File: config.mk
export PLATFORM = sky130hd
export DESIGN_NAME = mult_unit_flat
export DESIGN_NICKNAME = d
export VERILOG_FILES = /design/src/rtl/mult_unit_pkg.sv /design/src/rtl/mult_unit_if.sv /design/src/rtl/mult_unit.sv /design/src/flat_wrapper.sv
export SDC_FILE = /design/constraint.sdc
export NUM_CORES = 1
export LEC_CHECK = 0
export CORE_ASPECT_RATIO = 0.7
export CORE_UTILIZATION = 55
export CTS_BUF_LIST = sky130_fd_sc_hd__clkbuf_8
export CTS_CLUSTER_SIZE = 20
export DETAILED_ROUTE_END_ITERATION = 10
export PLACE_DENSITY_LB_ADDON = 0.08
export SYNTH_ARGS = -nofsm -noshare
export SYNTH_HDL_FRONTEND = slang
export SYNTH_SLANG_ARGS = --single-unit
File: constraint.sdc
create_clock -name clk -period 4.56 [get_ports clk]
set_input_delay 0.912 -clock clk [delete_from_list [all_inputs] [get_ports clk]]
set_output_delay 0.912 -clock clk [all_outputs]
set_load 0.02 [all_outputs]
File: src/rtl/mult_unit_pkg.sv
// Shared definitions for the iterative multiplier and the hazard unit
// that watches it: FSM state encoding, operand width and cycle counts.
package mult_pkg;

  localparam int MULT_WIDTH   = 32;
  localparam int MULT_ITER    = 32;
  localparam int MULT_LATENCY = 34;

  typedef enum logic [1:0] {
    IDLE = 2'd0,
    CALC = 2'd1,
    FIX  = 2'd2,
    DONE = 2'd3
  } mult_state_t;

  // Magnitude of an operand. 0x80000000 maps to itself, which is the
  // correct unsigned magnitude, so no overflow handling is needed.
  function automatic logic [MULT_WIDTH-1:0] mult_mag(
    input logic [MULT_WIDTH-1:0] v,
    input logic                  sgn
  );
    return (sgn && v[MULT_WIDTH-1]) ? (~v + 1'b1) : v;
  endfunction

endpackage

File: src/rtl/mult_unit_if.sv
// Issue/result bundle between the EX stage and the multiplier.
// The pipeline (master) issues operands and flushes; the multiplier
// (slave) reports occupancy, the product and the HI/LO write strobe.
interface mult_unit_if #(
  parameter int WIDTH = 32
);
  logic               start;
  logic               is_signed;
  logic [WIDTH-1:0]   op_a;
  logic [WIDTH-1:0]   op_b;
  logic               flush;
  logic               busy;
  logic               done;
  logic [2*WIDTH-1:0] ex_mult;
  logic               ex_multWr;
  logic               stall;

  modport master (
    output start, is_signed, op_a, op_b, flush,
    input  busy, done, ex_mult, ex_multWr, stall
  );

  modport slave (
    input  start, is_signed, op_a, op_b, flush,
    output busy, done, ex_mult, ex_multWr, stall
  );
endinterface

File: src/rtl/mult_unit.sv
// Iterative radix-2 shift-add 32x32 multiplier for the EX stage.
// Operands are converted to magnitudes, multiplied unsigned over 32
// iterations, then the sign is applied in a single fix-up cycle.
// The front of the pipeline is held via stall while the engine runs.
module mult_unit
  import mult_pkg::*;
#(
  parameter int WIDTH = MULT_WIDTH
) (
  input logic         clk,
  input logic         rst,
  mult_unit_if.slave  bus
);

  localparam int CNT_W = $clog2(MULT_ITER);
  localparam logic [CNT_W-1:0] CNT_LAST = CNT_W'(MULT_ITER - 1);

  mult_state_t        state;
  logic [WIDTH-1:0]   mcand;
  logic [WIDTH-1:0]   mplr;
  logic [2*WIDTH-1:0] acc;
  logic [CNT_W-1:0]   cnt;
  logic               neg;
  logic [2*WIDTH-1:0] prod;

  logic [WIDTH:0]     sum;
  logic [2*WIDTH-1:0] fixed;

  // Upper-half add with carry for this iteration, and the sign-corrected product
  always_comb begin
    sum   = {1'b0, acc[2*WIDTH-1:WIDTH]} + (mplr[0] ? {1'b0, mcand} : '0);
    fixed = neg ? (~acc + 1'b1) : acc;
  end

  // FSM and datapath; the product register is loaded on the edge into DONE
  // so it is already valid during the cycle the write strobe is high
  always_ff @(posedge clk) begin
    if (rst) begin
      state <= IDLE;
      mcand <= '0;
      mplr  <= '0;
      acc   <= '0;
      cnt   <= '0;
      neg   <= 1'b0;
      prod  <= '0;
    end else if (state != IDLE && bus.flush) begin
      state <= IDLE;
    end else begin
      case (state)
        IDLE: begin
          if (bus.start && !bus.flush) begin
            mcand <= mult_mag(bus.op_a, bus.is_signed);
            mplr  <= mult_mag(bus.op_b, bus.is_signed);
            neg   <= bus.is_signed & (bus.op_a[WIDTH-1] ^ bus.op_b[WIDTH-1]);
            acc   <= '0;
            cnt   <= '0;
            state <= CALC;
          end
        end
        CALC: begin
          acc  <= {sum, acc[WIDTH-1:1]};
          mplr <= mplr >> 1;
          cnt  <= cnt + 1'b1;
          if (cnt == CNT_LAST) begin
            state <= FIX;
          end
        end
        FIX: begin
          acc   <= fixed;
          prod  <= fixed;
          state <= DONE;
        end
        DONE: begin
          state <= IDLE;
        end
        default: begin
          state <= IDLE;
        end
      endcase
    end
  end

  // Status outputs decoded from the registered state; stall also reacts
  // to a start in the issue cycle so the pipeline freezes immediately
  always_comb begin
    bus.busy      = (state == CALC) || (state == FIX);
    bus.done      = (state == DONE);
    bus.ex_multWr = (state == DONE);
    bus.ex_mult   = prod;
    bus.stall     = ((state == IDLE) && bus.start && !bus.flush) ||
                    (state == CALC) || (state == FIX);
  end

endmodule

File: src/flat_wrapper.sv
// flat-port wrapper written by rule: the top's interface ports become plain ports
module mult_unit_flat import mult_pkg::*;
#(
  parameter int WIDTH = MULT_WIDTH
)
  (clk, rst, bus_start, bus_is_signed, bus_op_a, bus_op_b, bus_flush, bus_busy, bus_done, bus_ex_mult, bus_ex_multWr, bus_stall);
  mult_unit_if #(.WIDTH(WIDTH)) bus_i ();
  input logic clk;
  input logic rst;
  input wire logic [$bits(bus_i.start)-1:0] bus_start;
  input wire logic [$bits(bus_i.is_signed)-1:0] bus_is_signed;
  input wire logic [$bits(bus_i.op_a)-1:0] bus_op_a;
  input wire logic [$bits(bus_i.op_b)-1:0] bus_op_b;
  input wire logic [$bits(bus_i.flush)-1:0] bus_flush;
  output wire logic [$bits(bus_i.busy)-1:0] bus_busy;
  output wire logic [$bits(bus_i.done)-1:0] bus_done;
  output wire logic [$bits(bus_i.ex_mult)-1:0] bus_ex_mult;
  output wire logic [$bits(bus_i.ex_multWr)-1:0] bus_ex_multWr;
  output wire logic [$bits(bus_i.stall)-1:0] bus_stall;
  assign bus_i.start = bus_start;
  assign bus_i.is_signed = bus_is_signed;
  assign bus_i.op_a = bus_op_a;
  assign bus_i.op_b = bus_op_b;
  assign bus_i.flush = bus_flush;
  assign bus_busy = bus_i.busy;
  assign bus_done = bus_i.done;
  assign bus_ex_mult = bus_i.ex_mult;
  assign bus_ex_multWr = bus_i.ex_multWr;
  assign bus_stall = bus_i.stall;
  mult_unit #(.WIDTH(WIDTH)) u_core (.clk(clk), .rst(rst), .bus(bus_i));
endmodule
==> impl_summary.log <==
[metrics] Clock Pin Slew Worst Setup and Hold Paths: ~0.11 ns
[metrics] mean post-synth cell area: between 7 and 8 um^2
[metrics] area occupied by multi-input gates: between 0.007 and 0.008 mm^2
[metrics] deepest level of the CTS H-tree: 4
[metrics] FF-to-FF path depth: 9
[metrics] fraction of met1 tracks used by global routing: 0.406
[metrics] total core area: 0.0218 mm^2
[metrics] part of the cycle the worst path needs: 0.784
[metrics] Skew-Pair Late Insertion Delay: 0.50 ns
[metrics] VDD IR max: around 0.36 mV
[metrics] DRC errors left: 0
[metrics] number of DRC markers after the initial detailed-route iteration: 936
[metrics] 1st-pass router iterations: 5
[metrics] initial antenna violation count: 0
[metrics] endpoint of the worst-slack reg-to-reg timing path: u_core.acc[58]
[metrics] cell chain of the critical path: or4_1, or3_1, nor4_1, nand3_1, o31ai_1, a21oi_1, nand2_1, o21ai_0, o211ai_1
[metrics] Hold EP: u_core.mplr[22]
[metrics] register area: 0.00401 mm^2
[metrics] power density over the cells: ~340 mW/mm^2
[metrics] path type of the worst setup path: reg -> reg
[metrics] number of hold-slack violations in the final timing report: 0
[metrics] Slowest-stage cell, CP: sky130_fd_sc_hd__nor4_1
[metrics] Crit path largest cell delay: around 0.60 ns
[metrics] starting density of the core: 0.565
[metrics] placed wire-length estimate: roughly 23 mm
[metrics] area delta synth->final: 14.8%
[metrics] antenna-violating nets left: 0
[metrics] number of max-cap violations: 0
[metrics] fillers: ~1,900
[metrics] count of unique library cells instantiated by Yosys: 69
[metrics] Cell Count Post-Placement: 1,920
[metrics] number of sinks on the clock net: 200
[metrics] min cycle time layout: 3.57 ns
[metrics] final weighted congestion in routability-driven placement: 0.927
[metrics] start point of the worst hold path: u_core.mplr[22]
[metrics] Layout Cells excl Fill: between 1,500 and 2,000
[metrics] endpoint type of the worst setup path: flop
[metrics] diodes inserted: 0
[metrics] R2R Setup Slk: around 0.99 ns
[metrics] post-synthesis instance total: 1,600
[metrics] Port-buffer cells: approximately 140
[metrics] Total Power: ~4.9 mW
[metrics] number of warning messages in the yosys log: 0
[metrics] headroom to the max-slew limit: 0.280
[metrics] Reg-to-Reg Start: u_core.acc[16]
[metrics] Vias/cell: just over 6
[metrics] fraction of layout cells with a size suffix above 1: 0.0449
[metrics] Hold Path Class: reg -> reg
[metrics] CTS max path bufs: 2
[metrics] clock tree from TritonCTS: built
[metrics] final max-slew violation count: 0
[metrics] highest net fanout along the worst path: 7
[metrics] clock root buffer: sky130_fd_sc_hd__clkbuf_8
[metrics] share of synthesized flip-flops with an asynchronous set or reset: 0
[metrics] Critical Path Source Type: flop
[metrics] flip-flop and latch count after synthesis: 200
[metrics] run status: finished, final reports clean
[metrics] cell class contributing the biggest share of worst-path delay: simple AND/OR/NAND/NOR gates
[metrics] CP Buf/Inv Count: 0
[metrics] static leakage: roughly 5.2 nW
[metrics] average wire per standard cell: ~17 um
[metrics] number of flops mapped to enable cells by yosys: 0
[metrics] # IOs: roughly 140
[metrics] number of CTS-inserted buffers: 17
[metrics] skew final: roughly 0.017 ns
[metrics] number of nets in the layout: between 1,500 and 2,000
[metrics] final setup violation count: 0
[metrics] via count of the routed design: approximately 12,000
[metrics] hold-fix buffer count after cts: 0
[metrics] Global Route Usage Sum: 0.280
[metrics] final core utilization: 0.648
[metrics] vertical extent of the die: roughly 130 um
[metrics] maximum number of pins on one net before global-route repair: 115
[metrics] Setup Buffers After CTS: 0
[metrics] wirelength, routed: between 30 and 40 mm
[metrics] Placement Rows: 45
[metrics] post-CTS sizing: 0
[metrics] CP required: roughly 5.0 ns
[metrics] number of cells on the worst hold path: 2
[metrics] Tightest Pin Transition: 1.08 ns
[metrics] met2 routing resource usage after global routing: 0.439
[metrics] Primary FF master, synth: sky130_fd_sc_hd__dfxtp_1
[metrics] fraction of the yosys area taken by sequential cells: 0.324
[metrics] unrepaired setup endpoints after global routing: no
[metrics] first-pass GRT wire length: around 53 mm
[metrics] die span in x: around 180 um
[metrics] CP Data Arrival Time: roughly 4 ns
[metrics] area enclosed by the die boundary: between 0.02 and 0.025 mm^2
[metrics] f_max: 280 MHz
[metrics] GRT met3 Usage: 0.0453
[metrics] combined area of all synthesized cells: 0.0123 mm^2
[metrics] synthesized net count: around 1,700
[metrics] peak-usage layer in the global routing report: met2
[metrics] grt total ovfl: 0
[metrics] total negative setup slack: 0 ns
[metrics] number of global-route vias before repair: between 10,000 and 15,000
synthesized netlist by cell type (3+ instances only):
library cell	number	area share
sky130_fd_sc_hd__buf_1	5	0.0015
sky130_fd_sc_hd__o41ai_1	12	0.0085
sky130_fd_sc_hd__nand3_1	24	0.0097
sky130_fd_sc_hd__xnor2_1	51	0.036
sky130_fd_sc_hd__a211oi_1	89	0.054
sky130_fd_sc_hd__a2111o_1	3	0.0027
sky130_fd_sc_hd__nand2b_1	9	0.0046
sky130_fd_sc_hd__o21ai_0	99	0.040
sky130_fd_sc_hd__ha_1	42	0.043
sky130_fd_sc_hd__o21bai_1	5	0.0030
sky130_fd_sc_hd__nor4_1	8	0.0041
sky130_fd_sc_hd__dfxtp_1	200	0.32
sky130_fd_sc_hd__or4_1	11	0.0067
sky130_fd_sc_hd__a21o_1	18	0.011
sky130_fd_sc_hd__nand4_1	12	0.0061
sky130_fd_sc_hd__a221oi_1	21	0.015
sky130_fd_sc_hd__nor3_1	38	0.015
sky130_fd_sc_hd__a211o_1	3	0.0021
sky130_fd_sc_hd__nor2_1	193	0.059
sky130_fd_sc_hd__o32ai_1	4	0.0028
sky130_fd_sc_hd__xor2_1	89	0.063
sky130_fd_sc_hd__and2_1	55	0.028
sky130_fd_sc_hd__or2_2	5	0.0025
sky130_fd_sc_hd__inv_1	29	0.0088
sky130_fd_sc_hd__o211ai_1	6	0.0037
sky130_fd_sc_hd__mux2i_1	4	0.0032
sky130_fd_sc_hd__or3_1	22	0.011
sky130_fd_sc_hd__a311oi_1	5	0.0035
sky130_fd_sc_hd__nand2_1	172	0.052
sky130_fd_sc_hd__o21a_1	5	0.0030
sky130_fd_sc_hd__clkbuf_1	105	0.032
sky130_fd_sc_hd__and3_1	14	0.0071
sky130_fd_sc_hd__o31ai_1	29	0.018
sky130_fd_sc_hd__nand3b_1	4	0.0024
sky130_fd_sc_hd__a22oi_1	16	0.0097
sky130_fd_sc_hd__o22ai_1	15	0.0076
sky130_fd_sc_hd__a21oi_1	122	0.049
sky130_fd_sc_hd__a31oi_1	11	0.0056
sky130_fd_sc_hd__a32oi_1	4	0.0028
sky130_fd_sc_hd__or4_4	3	0.0027
sky130_fd_sc_hd__nor2b_1	4	0.0020
layout by cell type (no fill, tap or decap), types with 9 or more instances in the layout:
cell                              count
sky130_fd_sc_hd__xor2_1              89
sky130_fd_sc_hd__inv_1               29
sky130_fd_sc_hd__o41ai_1             12
sky130_fd_sc_hd__ha_1                42
sky130_fd_sc_hd__dfxtp_1            199
sky130_fd_sc_hd__a221oi_1            21
sky130_fd_sc_hd__clkbuf_8            18
sky130_fd_sc_hd__o31ai_1             29
sky130_fd_sc_hd__o21ai_0             99
sky130_fd_sc_hd__or3_1               22
sky130_fd_sc_hd__nor3_1              38
sky130_fd_sc_hd__and3_1              14
sky130_fd_sc_hd__nand3_1             23
sky130_fd_sc_hd__a21oi_1            121
sky130_fd_sc_hd__o22ai_1             15
sky130_fd_sc_hd__or4_1               11
sky130_fd_sc_hd__clkdlybuf4s50_1    135
sky130_fd_sc_hd__a21o_1              18
sky130_fd_sc_hd__nand2b_1             9
sky130_fd_sc_hd__nand4_1             12
sky130_fd_sc_hd__and2_1              53
sky130_fd_sc_hd__xnor2_1             51
sky130_fd_sc_hd__a22oi_1             16
sky130_fd_sc_hd__buf_4               11
sky130_fd_sc_hd__nor2_1             193
sky130_fd_sc_hd__nand2_1            172
sky130_fd_sc_hd__a211oi_1            89
sky130_fd_sc_hd__a31oi_1             11
cell type report:
| type | instances | share of cell area |
|---|---|---|
| Clock buffer | 18 | 0.0175 |
| Clock inverter | 14 | 0.00954 |
| Inverter | 29 | 0.00768 |
| Multi-Input combinational cell | 1259 | 0.551 |
| Sequential cell | 200 | 0.283 |
| Tap cell | 282 | 0.0249 |
| Timing Repair Buffer | 150 | 0.106 |
report_power, final:
part	switching, mW	leakage [nW]	internal, mW
clock	0.697	0.194	0.461
combinational	0.949	3.43	0.629
sequential	0.141	1.62	1.97
metal layers:
metal / vias up / wire [um]
met2: 367 / 14000
met3: 24 / 1820
met5: - / 0
li1: 5882 / -
met1: 5517 / 16100
met4: 0 / 321
kinds of logic (layout without fill, tap and decap cells):
logic type / Yosys count / in the layout / share of synthesized area
flops: 200 / 200 / 0.324
simple gates: 584 / 584 / 0.222
compound gates: 488 / 488 / 0.263
buf+inv: 141 / 211 / 0.0438
fa+ha+maj: 43 / 43 / 0.0442
mux: 4 / 4 / 0.00324
xor+xnor: 140 / 140 / 0.0994
worst max-delay path by stage:
stage                   start               to  cells after the start
6_report       u_core.acc[16]   u_core.acc[58]                      9
5_1_grt        u_core.acc[16]   u_core.acc[46]                      9
4_1_cts             bus_start        bus_stall                      6
3_5_place_dp      bus_op_b[4]  u_core.mplr[25]                     10
3_3_place_gp      bus_op_b[2]  u_core.mplr[22]                     10
2_1_floorplan  u_core.mplr[0]   u_core.acc[61]                     13
state kept, by name, indices dropped and copies added (netlist names):
register and cells:
u_core.mcand 32, u_core.state 2, u_core.cnt 5, u_core.neg 1, u_core.bus.ex_mult 64, u_core.mplr 32, u_core.acc 64
per-stage QoR:
step	hold slack [ns]	instance area, um^2	setup slack (ns)
after global placement	0.436	13800	0.949
after global routing	0.477	14200	0.837
final	0.453	14200	0.986
after floorplan	0.427	12300	1.58
after detailed placement	0.441	13800	0.874
after CTS	0.455	14200	0.997
worst reg2reg max path: stages (launching register included):
cell and delay, ns:
sky130_fd_sc_hd__dfxtp_1 0.39, sky130_fd_sc_hd__or4_1 0.58, sky130_fd_sc_hd__or3_1 0.42, sky130_fd_sc_hd__nor4_1 0.60, sky130_fd_sc_hd__nand3_1 0.46, sky130_fd_sc_hd__o31ai_1 0.56
sky130_fd_sc_hd__a21oi_1 0.13, sky130_fd_sc_hd__nand2_1 0.08, sky130_fd_sc_hd__o21ai_0 0.10, sky130_fd_sc_hd__o211ai_1 0.17
(Power assumes the default switching activity.)
